### config.mk
export PLATFORM = sky130hd
export DESIGN_NAME = stream_decrypt_rx
export DESIGN_NICKNAME = d
export VERILOG_FILES = /design/src/rtl/stream_cipher_pkg.sv /design/src/rtl/keystream_lfsr8.sv /design/src/rtl/stream_decrypt_rx.sv
export SDC_FILE = /design/constraint.sdc
export NUM_CORES = 1
export LEC_CHECK = 0
export ABC_AREA = 0
export CAP_MARGIN = 30
export CORE_MARGIN = 2
export CORE_UTILIZATION = 49
export DETAILED_ROUTE_END_ITERATION = 8
export PLACE_DENSITY = 0.74
export SLEW_MARGIN = 20
export SYNTH_ARGS = -nofsm -noshare
export SYNTH_HDL_FRONTEND = slang
export SYNTH_SLANG_ARGS = --single-unit
### constraint.sdc
create_clock -name clk -period 1.95 [get_ports clk]
set_input_delay 0.195 -clock clk [delete_from_list [all_inputs] [get_ports clk]]
set_output_delay 0.195 -clock clk [all_outputs]
set_load 0.05 [all_outputs]
### src/rtl/stream_cipher_pkg.sv
// stream_cipher_pkg: shared constants, LFSR step and rx state encoding for the stream cipher pair.
package stream_cipher_pkg;
    localparam logic [7:0] SYNC_BYTE_DEFAULT = 8'hA5;
    localparam int BYTE_W = 8;
    // Taps at bits 7,5,4,3 feed the new LSB
    localparam logic [7:0] LFSR_TAPS = 8'hB8;

    typedef enum logic [2:0] {HUNT, SEED, LEN, PAYLOAD, CHK} rx_state_t;

    function automatic logic [7:0] lfsr8_step(input logic [7:0] q);
        return {q[6:0], ^(q & LFSR_TAPS)};
    endfunction
endpackage

### src/rtl/keystream_lfsr8.sv
// keystream_lfsr8: per-frame reseedable 8-bit keystream; a zero seed becomes 8'h01 to avoid lock-up.
module keystream_lfsr8
    import stream_cipher_pkg::*;
(
    input  logic       clk,
    input  logic       rst_n,
    input  logic       load,
    input  logic [7:0] seed,
    input  logic       step,
    output logic [7:0] key
);
    always_ff @(posedge clk or negedge rst_n) begin
        if (!rst_n)
            key <= 8'h01;
        else if (load)
            key <= (seed == 8'h00) ? 8'h01 : seed;
        else if (step)
            key <= lfsr8_step(key);
    end
endmodule

### src/rtl/stream_decrypt_rx.sv
// stream_decrypt_rx: parses SYNC/SEED/LEN/payload frames and XORs the LFSR keystream out of the payload.
// Optional trailing checksum byte and chk_err port with STREAM_DECRYPT_CHKSUM_EN.
module stream_decrypt_rx
    import stream_cipher_pkg::*;
#(
    parameter logic [7:0] SYNC_BYTE = SYNC_BYTE_DEFAULT,
    parameter int         DATA_W    = BYTE_W
) (
    input  logic              clk,
    input  logic              rst_n,
    input  logic              in_valid,
    input  logic [DATA_W-1:0] in_data,
    output logic              in_ready,
    output logic              out_valid,
    output logic [DATA_W-1:0] out_data,
    output logic              out_last,
    input  logic              out_ready,
    output logic              frame_done,
`ifdef STREAM_DECRYPT_CHKSUM_EN
    output logic              chk_err,
`endif
    output logic              sync_err
);
`ifdef STREAM_DECRYPT_CHKSUM_EN
    localparam rx_state_t END_ST = CHK;
`else
    localparam rx_state_t END_ST = HUNT;
`endif

    rx_state_t   state, state_nx;
    logic [7:0]  count, key;
    logic        accept, ld_key, pay, last_nx, fd_nx, se_nx;

    assign in_ready = !out_valid || out_ready;
    assign accept   = in_valid && in_ready;

    keystream_lfsr8 u_lfsr (
        .clk  (clk),
        .rst_n(rst_n),
        .load (ld_key),
        .seed (in_data),
        .step (pay),
        .key  (key)
    );

    always_ff @(posedge clk or negedge rst_n) begin
        if (!rst_n)
            state <= HUNT;
        else
            state <= state_nx;
    end

    always_comb begin
        state_nx = state;
        if (accept) begin
            case (state)
                HUNT:    state_nx = (in_data == SYNC_BYTE) ? SEED : HUNT;
                SEED:    state_nx = LEN;
                LEN:     state_nx = (in_data == 8'd0) ? END_ST : PAYLOAD;
                PAYLOAD: state_nx = (count == 8'd1) ? END_ST : PAYLOAD;
                default: state_nx = HUNT;
            endcase
        end
    end

    always_comb begin
        pay     = accept && state == PAYLOAD;
        ld_key  = accept && state == SEED;
        last_nx = count == 8'd1;
        se_nx   = accept && state == HUNT && in_data != SYNC_BYTE;
`ifdef STREAM_DECRYPT_CHKSUM_EN
        fd_nx   = accept && state == CHK;
`else
        fd_nx   = (accept && state == LEN && in_data == 8'd0) || (pay && last_nx);
`endif
    end

    always_ff @(posedge clk or negedge rst_n) begin
        if (!rst_n)
            count <= 8'd0;
        else if (accept && state == LEN)
            count <= in_data;
        else if (pay)
            count <= count - 8'd1;
    end

    // A new payload byte reloads the register even while the old one drains, so no bubble.
    always_ff @(posedge clk or negedge rst_n) begin
        if (!rst_n) begin
            out_valid  <= 1'b0;
            out_data   <= '0;
            out_last   <= 1'b0;
            frame_done <= 1'b0;
            sync_err   <= 1'b0;
        end else begin
            frame_done <= fd_nx;
            sync_err   <= se_nx;
            if (pay) begin
                out_valid <= 1'b1;
                out_data  <= in_data ^ key;
                out_last  <= last_nx;
            end else if (out_ready) begin
                out_valid <= 1'b0;
                out_last  <= 1'b0;
            end
        end
    end

`ifdef STREAM_DECRYPT_CHKSUM_EN
    logic [7:0] csum;

    always_ff @(posedge clk or negedge rst_n) begin
        if (!rst_n) begin
            csum    <= 8'd0;
            chk_err <= 1'b0;
        end else begin
            chk_err <= accept && state == CHK && in_data != csum;
            if (ld_key)
                csum <= 8'd0;
            else if (pay)
                csum <= csum ^ in_data ^ key;
        end
    end
`endif
endmodule

# ---- Word-level counts from Yosys, hierarchy flattened
# Index checks and enable logic that the tools add are counted.
dict set report op_classes {
  add_sub_neg 1
  n_eq_ne 6
  muxes 12
  n_bitwise 1
  n_reduce_logical 17
}
# op n
set op_table {}
lappend op_table {{$mux W8} 5}
lappend op_table {{$eq A8 B1 Y1 const B} 1}
lappend op_table {{$eq A8 B8 Y1 const B} 1}
lappend op_table {{$logic_and A1 B1 Y1} 8}
lappend op_table {{$logic_not A8 Y1} 1}
lappend op_table {{$ne A8 B8 Y1 const B} 1}
lappend op_table {{$pmux W2 S4} 1}
lappend op_table {{$reduce_xor A8 Y1} 1}
lappend op_table {{$sub A8 B1 Y8 const B} 1}
lappend op_table {{$xor A8 B8 Y8} 1}
lappend op_table {{$eq A3 B2 Y1 const B} 2}
lappend op_table {{$reduce_bool A2 Y1} 3}
lappend op_table {{$mux W1} 4}
lappend op_table {{$mux W2} 2}
lappend op_table {{$eq A3 B1 Y1 const B} 1}
lappend op_table {{$logic_not A3 Y1} 1}
lappend op_table {{$logic_or A1 B1 Y1} 2}
lappend op_table {{$logic_not A1 Y1} 1}
dict set report word_totals {
  reg_bits 31
  output_inout_bits 13
  elab_cells 45
}

# ---- Longest topological paths before layout
# Gate-level depths: netlist (run 1).
dict set report depth {
  word_depth 6
  mapped_depth 7
}

# ---- By module
# A second synthesis (run 1) with hierarchy kept.
dict set report unflattened {
  cells_unflattened 162
  area_unflattened_um2 1602.8
}
# module instances cells_each area_each_um2 seq_area_each_um2
set modules_own_cells {}
lappend modules_own_cells {stream_decrypt_rx 1 121 1187.4 550.5}
lappend modules_own_cells {keystream_lfsr8 1 41 415.4 201.4}

# ---- Worst setup path after synthesis (run 1)
# OpenSTA, ideal clock, no wires.
dict set report synth_timing {
  path_type {register to register}
  from {register out_valid}
  to {register u_lfsr.key[3]}
  setup_ps 77
  t_arrival_ps 1952
  slack_ps -79
  path_stages_with_launch 8
  n_path_buf 3
  cell_sequence {dfrtp_1 > nand2b_1 > clkbuf_1 > and3_1 > buf_2 > buf_2 > nor2_1 > a21oi_1}
}
dict set report synth_via {
  elab_chain_cells 5
  word_cells_on_any_way 7
  classes_between {1 x mux; 6 x reduce/logical}
}
# element line_no
set synth_lines {}
lappend synth_lines {{start, declared} stream_decrypt_rx.sv:14} ;# output logic out_valid,
lappend synth_lines {{start signal, assigned} stream_decrypt_rx.sv:90} ;# out_valid <= 1'b0;
lappend synth_lines {{start signal, assigned} stream_decrypt_rx.sv:99} ;# out_valid <= 1'b1;
lappend synth_lines {{start signal, assigned} stream_decrypt_rx.sv:103} ;# out_valid <= 1'b0;
lappend synth_lines {{$logic_not A1 Y1 *} stream_decrypt_rx.sv:34} ;# assign in_ready = !out_valid || out_ready;
lappend synth_lines {{$logic_or A1 B1 Y1 *} stream_decrypt_rx.sv:34}
lappend synth_lines {{via in_ready} stream_decrypt_rx.sv:13} ;# output logic in_ready,
lappend synth_lines {{$logic_and A1 B1 Y1 *} stream_decrypt_rx.sv:35} ;# assign accept = in_valid && in_ready;
lappend synth_lines {{$logic_and A1 B1 Y1, on equally long branches} {stream_decrypt_rx.sv:68, stream_decrypt_rx.sv:67}}
lappend synth_lines {{$mux W8 or $reduce_bool A2 Y1 (tied branches)} n/a}
lappend synth_lines {{end signal, assigned} keystream_lfsr8.sv:16} ;# key <= (seed == 8'h00) ? 8'h01 : seed;
lappend synth_lines {{end signal, assigned} keystream_lfsr8.sv:18} ;# key <= lfsr8_step(key);
lappend synth_lines {{end, declared} keystream_lfsr8.sv:10} ;# output logic [7:0] key
# The timed path passes the listed nets; every way through them passes the cells marked *.
# A chain may end at the register's enable or synchronous reset.

# ---- Final worst setup path (run 1)
dict set report layout_timing {
  from {register out_data[3]}
  to {output out_data[3]}
}
# element line_no
set layout_rtl {}
lappend layout_rtl {{start, declared} stream_decrypt_rx.sv:15} ;# output logic [DATA_W-1:0] out_data,
lappend layout_rtl {{start signal, assigned} stream_decrypt_rx.sv:100} ;# out_data <= in_data ^ key;
# No word-level cell between the ends.

==> results of run 1 <==
[power breakdown]
part	switching, mW	internal (mW)
clock network	0.235	0.265
registers	0.218	0.867
logic	0.678	0.488
total	1.13	1.62
[path summary, 6_finish.rpt]
path | end | startpoint
worst max-delay path | out_data[3] | out_data[3]$_DFFE_PN0P_
worst min-delay path | state[1]$_DFFE_PN0P_ | rst_n
worst max register to register | count[3]$_DFFE_PN0P_ | out_valid$_DFFE_PN0P_
worst min register to register | out_data[4]$_DFFE_PN0P_ | out_data[4]$_DFFE_PN0P_
max in group asynchronous | u_lfsr.key[0]$_DFFE_PN1P_ | rst_n
min in group clk | out_last$_DFFE_PN0P_ | out_ready
[metrics by stage]
step	instances	setup WS, ns	hold WS (ns)	util (%)
after global routing	245	0.1762	0.2812	64.55
after global placement	237	0.06899	0.4627	62.01
after detailed placement	237	0.04927	0.4699	62.01
after floorplan	169	0.1630	-0.1006	-
final	245	0.2245	0.2277	64.55
after CTS	245	0.2128	0.2382	64.55
[cell usage after synthesis]
cell type / instances / area, um2
dfrtp_1: 29 / 725.7
a21oi_1: 20 / 100.1
nor2_1: 17 / 63.81
o21ai_0: 16 / 80.08
nand2_1: 15 / 56.30
xnor2_1: 10 / 87.58
mux2i_1: 9 / 90.09
clkbuf_1: 7 / 26.28
inv_1: 5 / 18.77
nand3_1: 4 / 20.02
nand4_1: 4 / 25.02
a2bb2oi_1: 3 / 26.28
and3_1: 3 / 18.77
nor3_1: 3 / 15.01
nor4_1: 3 / 18.77
buf_2: 2 / 10.01
ha_1: 2 / 25.02
nand2b_1: 2 / 12.51
o22ai_1: 2 / 12.51
a31o_2: 1 / 8.760
a41oi_1: 1 / 8.760
buf_4: 1 / 7.510
buf_6: 1 / 11.26
dfstp_2: 1 / 26.28
nor4b_1: 1 / 8.760
o21ai_1: 1 / 5.000
o22a_1: 1 / 8.760
or3_1: 1 / 6.260
or3b_1: 1 / 8.760
or4_1: 1 / 7.510
or4_4: 1 / 11.26
xor2_1: 1 / 8.760
[flip-flops by register name, summed over array words and instances, names as in the netlist]
name / cells
frame_done: 1
out_data: 8
sync_err: 1
state: 2
count: 8
u_lfsr.key: 8
out_valid: 1
out_last: 1
[kinds of logic (layout without fill, tap and decap cells)]
| group | Yosys count | in the layout | share of synthesized area (%) |
|---|---|---|---|
| AO/OA/AOI/OAI | 45 | 45 | 16.04 |
| XOR/XNOR | 11 | 11 | 6.175 |
| adder cells (fa/ha/maj) | 2 | 2 | 1.604 |
| buffers and inverters | 16 | 48 | 4.732 |
| flip-flops | 30 | 30 | 48.20 |
| multiplexers | 9 | 9 | 5.774 |
| AND/OR/NAND/NOR | 56 | 56 | 17.48 |
[cell type report]
type | count | area [um2] | share of cell area (%)
tap | 44 | 55.05 | 2.794
sequential | 30 | 752.0 | 38.16
clock buffer | 5 | 37.54 | 1.905
inverter | 5 | 18.77 | 0.9524
timing repair buffer | 35 | 332.8 | 16.89
clock inverter | 3 | 40.04 | 2.032
multi-input combinational | 123 | 734.5 | 37.27
[per-layer routing]
layer / share of wire (%) / routed length [um]
met5: 0 / 0
met4: 2.1 / 74
met3: 5.6 / 195
met2: 47 / 1638
met1: 45 / 1591
==> impl_metrics.csv, run 1 <==
group,metric,value,unit
global_route,grt_max_degree,31,
setup_path,cp.depth,1,
global_route,met1_usage,29.08,%
sta,setup_viol,0,
setup_path,critPathTopFamily,"buffers and inverters",
clocking,post_cts_resized,0,
synthesis,synth_fp_nets,183,
global_route,met2_usage,33.70,%
power,p_per_area,1396,mW/mm2
clocking,cts_buffer_depth,2,
sta,finalHoldViolCount,0,
global_route,grt_busiest_layer,"met2",
synthesis,ys_seq_area_share,48.20,%
layout,final_nets,214,
floorplanning,io_pins,25,
place,place_area,0.001893,mm2
layout,layout.cells.most_common,"dfrtp_1",
setup_path,worstPathRequired,1.75,ns
sta,post-route-period-util,88.49,%
clocking,cts_tree,"yes",
routing,drtIter0Drc,47,
synthesis,synth_area_per_cell,9.232,um2
setup_path,cp_num_buf_inv,1,
clocking,cts_sinks,30,
sta,slew_violations,0,
setup_path,critPathSlowestCell,"clkdlybuf4s50_1",
sta,max_slew.worst_pin.slew,0.4946,ns
global_route,grt_overflow,0,
global_route,grt_pass1_vias,1236,
clocking,cts_hold_buf,0,
layout,diodes,0,
sta,tns,0,ns
routing,drtPass1Iterations,4,
sta,clock_skew,0.01359,ns
routing,drc,0,
synthesis,synth_cell_types,32,
setup_path,cp-start-kind,"flop",
routing,vias_per_cell,5.441,
layout,drive_gt1_share,11.44,%
floorplanning,start_util,51.11,%
global_route,grt_pass1_wl,5823,um
power,leakage,0.8709,nW
clocking,cts-buffers-inserted,5,
floorplanning,die_h,60.43,um
synthesis,postSynthCellCount,169,
synthesis,netlist_area,0.001560,mm2
clocking,cts_setup_buffers,0,
synthesis,yosys_warnings,0,
min_path,hp-class,"in2async",
floorplanning,core_area,0.003053,mm2
routing,ant_nets,0,
sta,slew_headroom,66.92,%
setup_path,path_cells,"clkdlybuf4s50_1",
setup_path,worstSetupPathType,"reg2out",
job,cap_violations,0,
sta,period_needed,1.726,ns
layout,design_area,0.001971,mm2
layout,final_cell_mix,"dfrtp_1 (29), clkdlybuf4s50_1 (23), a21oi_1 (20), nor2_1 (17), o21ai_0 (16)",
setup_path,rr_worst_depth,4,
setup_path,critPathMaxFanout,2,
power,peakVddDrop,0.0006470,V
run_status,status,"finished, final reports clean",
routing,finalWirelength,3500,um
layout,area_growth,26.30,%
setup_path,cp-end-kind,"primary output",
floorplanning,row_count,20,
setup_path,slowest_delay,0.81,ns
clocking,clkLatencyLatePin,0.35,ns
clocking,clk_pin_slew,0.11,ns
place,io_buffers,24,
routing,dr_total_vias,1333,
sta,grt_setup_unrepaired,"no",
layout,fillers,270,
floorplanning,die-area,0.003652,mm2
setup_path,rrSetupSlack,0.41,ns
place,gp_congestion,0.8259,
setup_path,worstPathArrival,1.53,ns
clocking,clockRootBuffer,"clkbuf_4",
power,report.power.total,2.751,mW
floorplanning,die-width,60.43,um
clocking,htreeDepth,2,
place,dp_hpwl,2582,um
sta,max_freq,579.5,MHz
global_route,grt_usage,21.87,%
synthesis,ys_seq_elements,30,
routing,detail_route.wl_per_cell,14.29,um
global_route,antenna_found_initial,0,
global_route,use_met3,6.183,%
Note: power is estimated with default switching activity, not from simulation.
==> run 2: changes to the inputs <==
==> constraint.sdc (replaced) <==
create_clock -name clk -period 1.7 [get_ports clk]
set_input_delay 0.17 -clock clk [delete_from_list [all_inputs] [get_ports clk]]
set_output_delay 0.17 -clock clk [all_outputs]
set_load 0.05 [all_outputs]
==> run 2 against run 1 <==
Effect of this change: sequential cell count stayed put; critical path type unchanged; critical path depth unchanged; register-to-register slack worse by 0.18 ns; critical endpoint is now frame_done; hold slack got worse by 0.020 ns; combinational power grew 15%; sequential share of layout area decreased by 1.9 points; core utilization is 3.4 points higher; highest routed layer unchanged.
==> impl_metrics.csv, run 2 (synthesis results as in run 1) <==
group,metric,value,unit
setup_path,cp_num_buf_inv,1,
clocking,cts_tree,"yes",
floorplanning,die-width,60.43,um
setup_path,path_cells,"clkdlybuf4s50_1",
min_path,hp-class,"in2async",
layout,area_growth,33.04,%
layout,multi_input_area,734.5,um2
setup_path,critPathSlowestCell,"clkdlybuf4s50_1",
clocking,cts-buffers-inserted,5,
sta,hold-worst-slack,0.2072,ns
routing,drtIter0Drc,86,
place,gp_congestion,0.8407,
layout,reg_top3,"count: 8 flops, out_data: 8 flops, u_lfsr.key: 8 flops",
clocking,htreeDepth,2,
global_route,grt_max_degree,31,
place,io_buffers,24,
sta,slew_violations,0,
setup_path,cp-end-kind,"primary output",
power,p_per_area,1609,mW/mm2
sta,tns,0,ns
layout,final_nets,220,
setup_path,critPathTopFamily,"buffers and inverters",
sta,max_slew.worst_pin.slew,0.5092,ns
global_route,grt_usage,23.10,%
setup_path,cp-start-kind,"flop",
sta,slew_headroom,65.95,%
sta,grt_setup_unrepaired,"no",
sta,finalHoldViolCount,0,
clocking,cts_sinks,30,
job,cap_violations,0,
sta,setup_viol,0,
place,dp_hpwl,2701,um
floorplanning,die_h,60.43,um
layout,fillers,257,
global_route,antenna_found_initial,0,
floorplanning,core_area,0.003053,mm2
layout,diodes,0,
routing,ant_nets,0,
layout,layout.cells.most_common,"dfrtp_1",
global_route,grt_overflow,0,
global_route,grt_pass1_wl,6141,um
floorplanning,start_util,51.11,%
routing,vias_per_cell,5.426,
layout,seqCellArea,753.2,um2
sta,max_freq,611.9,MHz
sta,period_needed,1.634,ns
routing,drtPass1Iterations,4,
sta,clock_skew,0.01054,ns
global_route,grt_pass1_vias,1276,
clocking,clockRootBuffer,"clkbuf_4",
routing,detail_route.wl_per_cell,14.20,um
power,leakage,1.031,nW
run_status,status,"finished, final reports clean",
setup_path,slowest_delay,0.80,ns
setup_path,worstPathRequired,1.53,ns
setup_path,critPathMaxFanout,1,
layout,final_cell_mix,"dfrtp_1 (28), a21oi_1 (20), nor2_1 (17), buf_4 (17), o21ai_0 (16)",
setup_path,worstPathArrival,1.46,ns
routing,finalWirelength,3565,um
routing,drc,0,
routing,dr_total_vias,1362,
floorplanning,row_count,20,
clocking,cts_buffer_depth,2,
layout,drive_gt1_share,14.49,%
place,place_inst,243,
clocking,clk_pin_slew,0.10,ns
sta,post-route-period-util,96.14,%
setup_path,worstSetupPathType,"reg2out",
clocking,clkLatencyLatePin,0.34,ns
floorplanning,die-area,0.003652,mm2
floorplanning,io_pins,25,
power,peakVddDrop,0.0008204,V
layout,fin_cells,251,
==> run 2: changes by cell type in the layout (fill, tap and decap cells not counted), sizes merged <==
| cell | before | now |
|---|---|---|
| clkdlybuf4s50 | 23 | 13 |
| dlymetal6s2s | 0 | 10 |
| buf | 12 | 18 |
| clkinv | 2 | 0 |
| bufinv | 1 | 2 |
| clkbuf | 5 | 6 |
==> run 2: metal layers <==
layer	routed length [um]	part of all wire, %	track usage, %
met3	218	6.1	6.610
met1	1633	46	32.02
met4	46	1.3	5.901
met2	1666	47	36.02
met5	0	0	0
==> run 2: report_power, final <==
group	switching [mW]	internal, mW	total (mW)
combinational	0.784	0.561	1.35
sequential	0.243	0.995	1.24
clock	0.259	0.498	0.757
total	1.29	2.05	3.34
==> run 2: worst paths after layout <==
check	start	endpoint	slack [ns]	cells after the start
worst max-delay path	frame_done$_DFF_PN0_	frame_done	0.07	1
worst min register to register	out_data[5]$_DFFE_PN0P_	out_data[5]$_DFFE_PN0P_	0.48	2
worst min-delay path	rst_n	out_data[5]$_DFFE_PN0P_	0.21	2
min in group clk	out_ready	out_last$_DFFE_PN0P_	0.48	3
max in group asynchronous	rst_n	u_lfsr.key[0]$_DFFE_PN1P_	1.19	2
worst max register to register	count[2]$_DFFE_PN0P_	count[5]$_DFFE_PN0P_	0.23	4
==> run 2: layout make-up <==
class,instances,area share [%]
Tap cell,44,2.652
Clock buffer,6,2.471
Inverter,5,0.9042
Clock inverter,2,2.893
Sequential cell,30,36.29
Multi-Input combinational cell,123,35.38
Timing Repair Buffer,41,19.41
==> run 2: repair_timing <==
action,4_1_cts,5_1_grt
hold buffers,0,0
buffers inserted,0,0
gates resized for setup,0,10
endpoints found under the setup margin,0,10
==> run 2: through the flow <==
step	cell area [um2]	total power, mW	setup WS, ns	util (%)
CTS	2051	3.364	0.01406	67.17
global placement	1939	2.557	-0.1344	63.52
floorplan	1563	2.151	0.04124	-
finish	2076	3.340	0.06568	67.99
detailed placement	1939	2.608	-0.1797	63.52
global route	2076	3.576	0.02362	67.99
==> run 3: changes to the inputs <==
--- a/config.mk
+++ b/config.mk
@@ -6,9 +6,11 @@
 export NUM_CORES = 1
 export LEC_CHECK = 0
 export ABC_AREA = 0
+export ABC_CLOCK_PERIOD_IN_PS = 1700
 export CAP_MARGIN = 30
 export CORE_MARGIN = 2
 export CORE_UTILIZATION = 49
+export CTS_BUF_LIST = sky130_fd_sc_hd__clkbuf_4 sky130_fd_sc_hd__clkbuf_8
 export DETAILED_ROUTE_END_ITERATION = 8
 export PLACE_DENSITY = 0.74
 export SLEW_MARGIN = 20
==> results of run 3 <==
No change in the layout: final DEF, timing and power equal those of run 2.
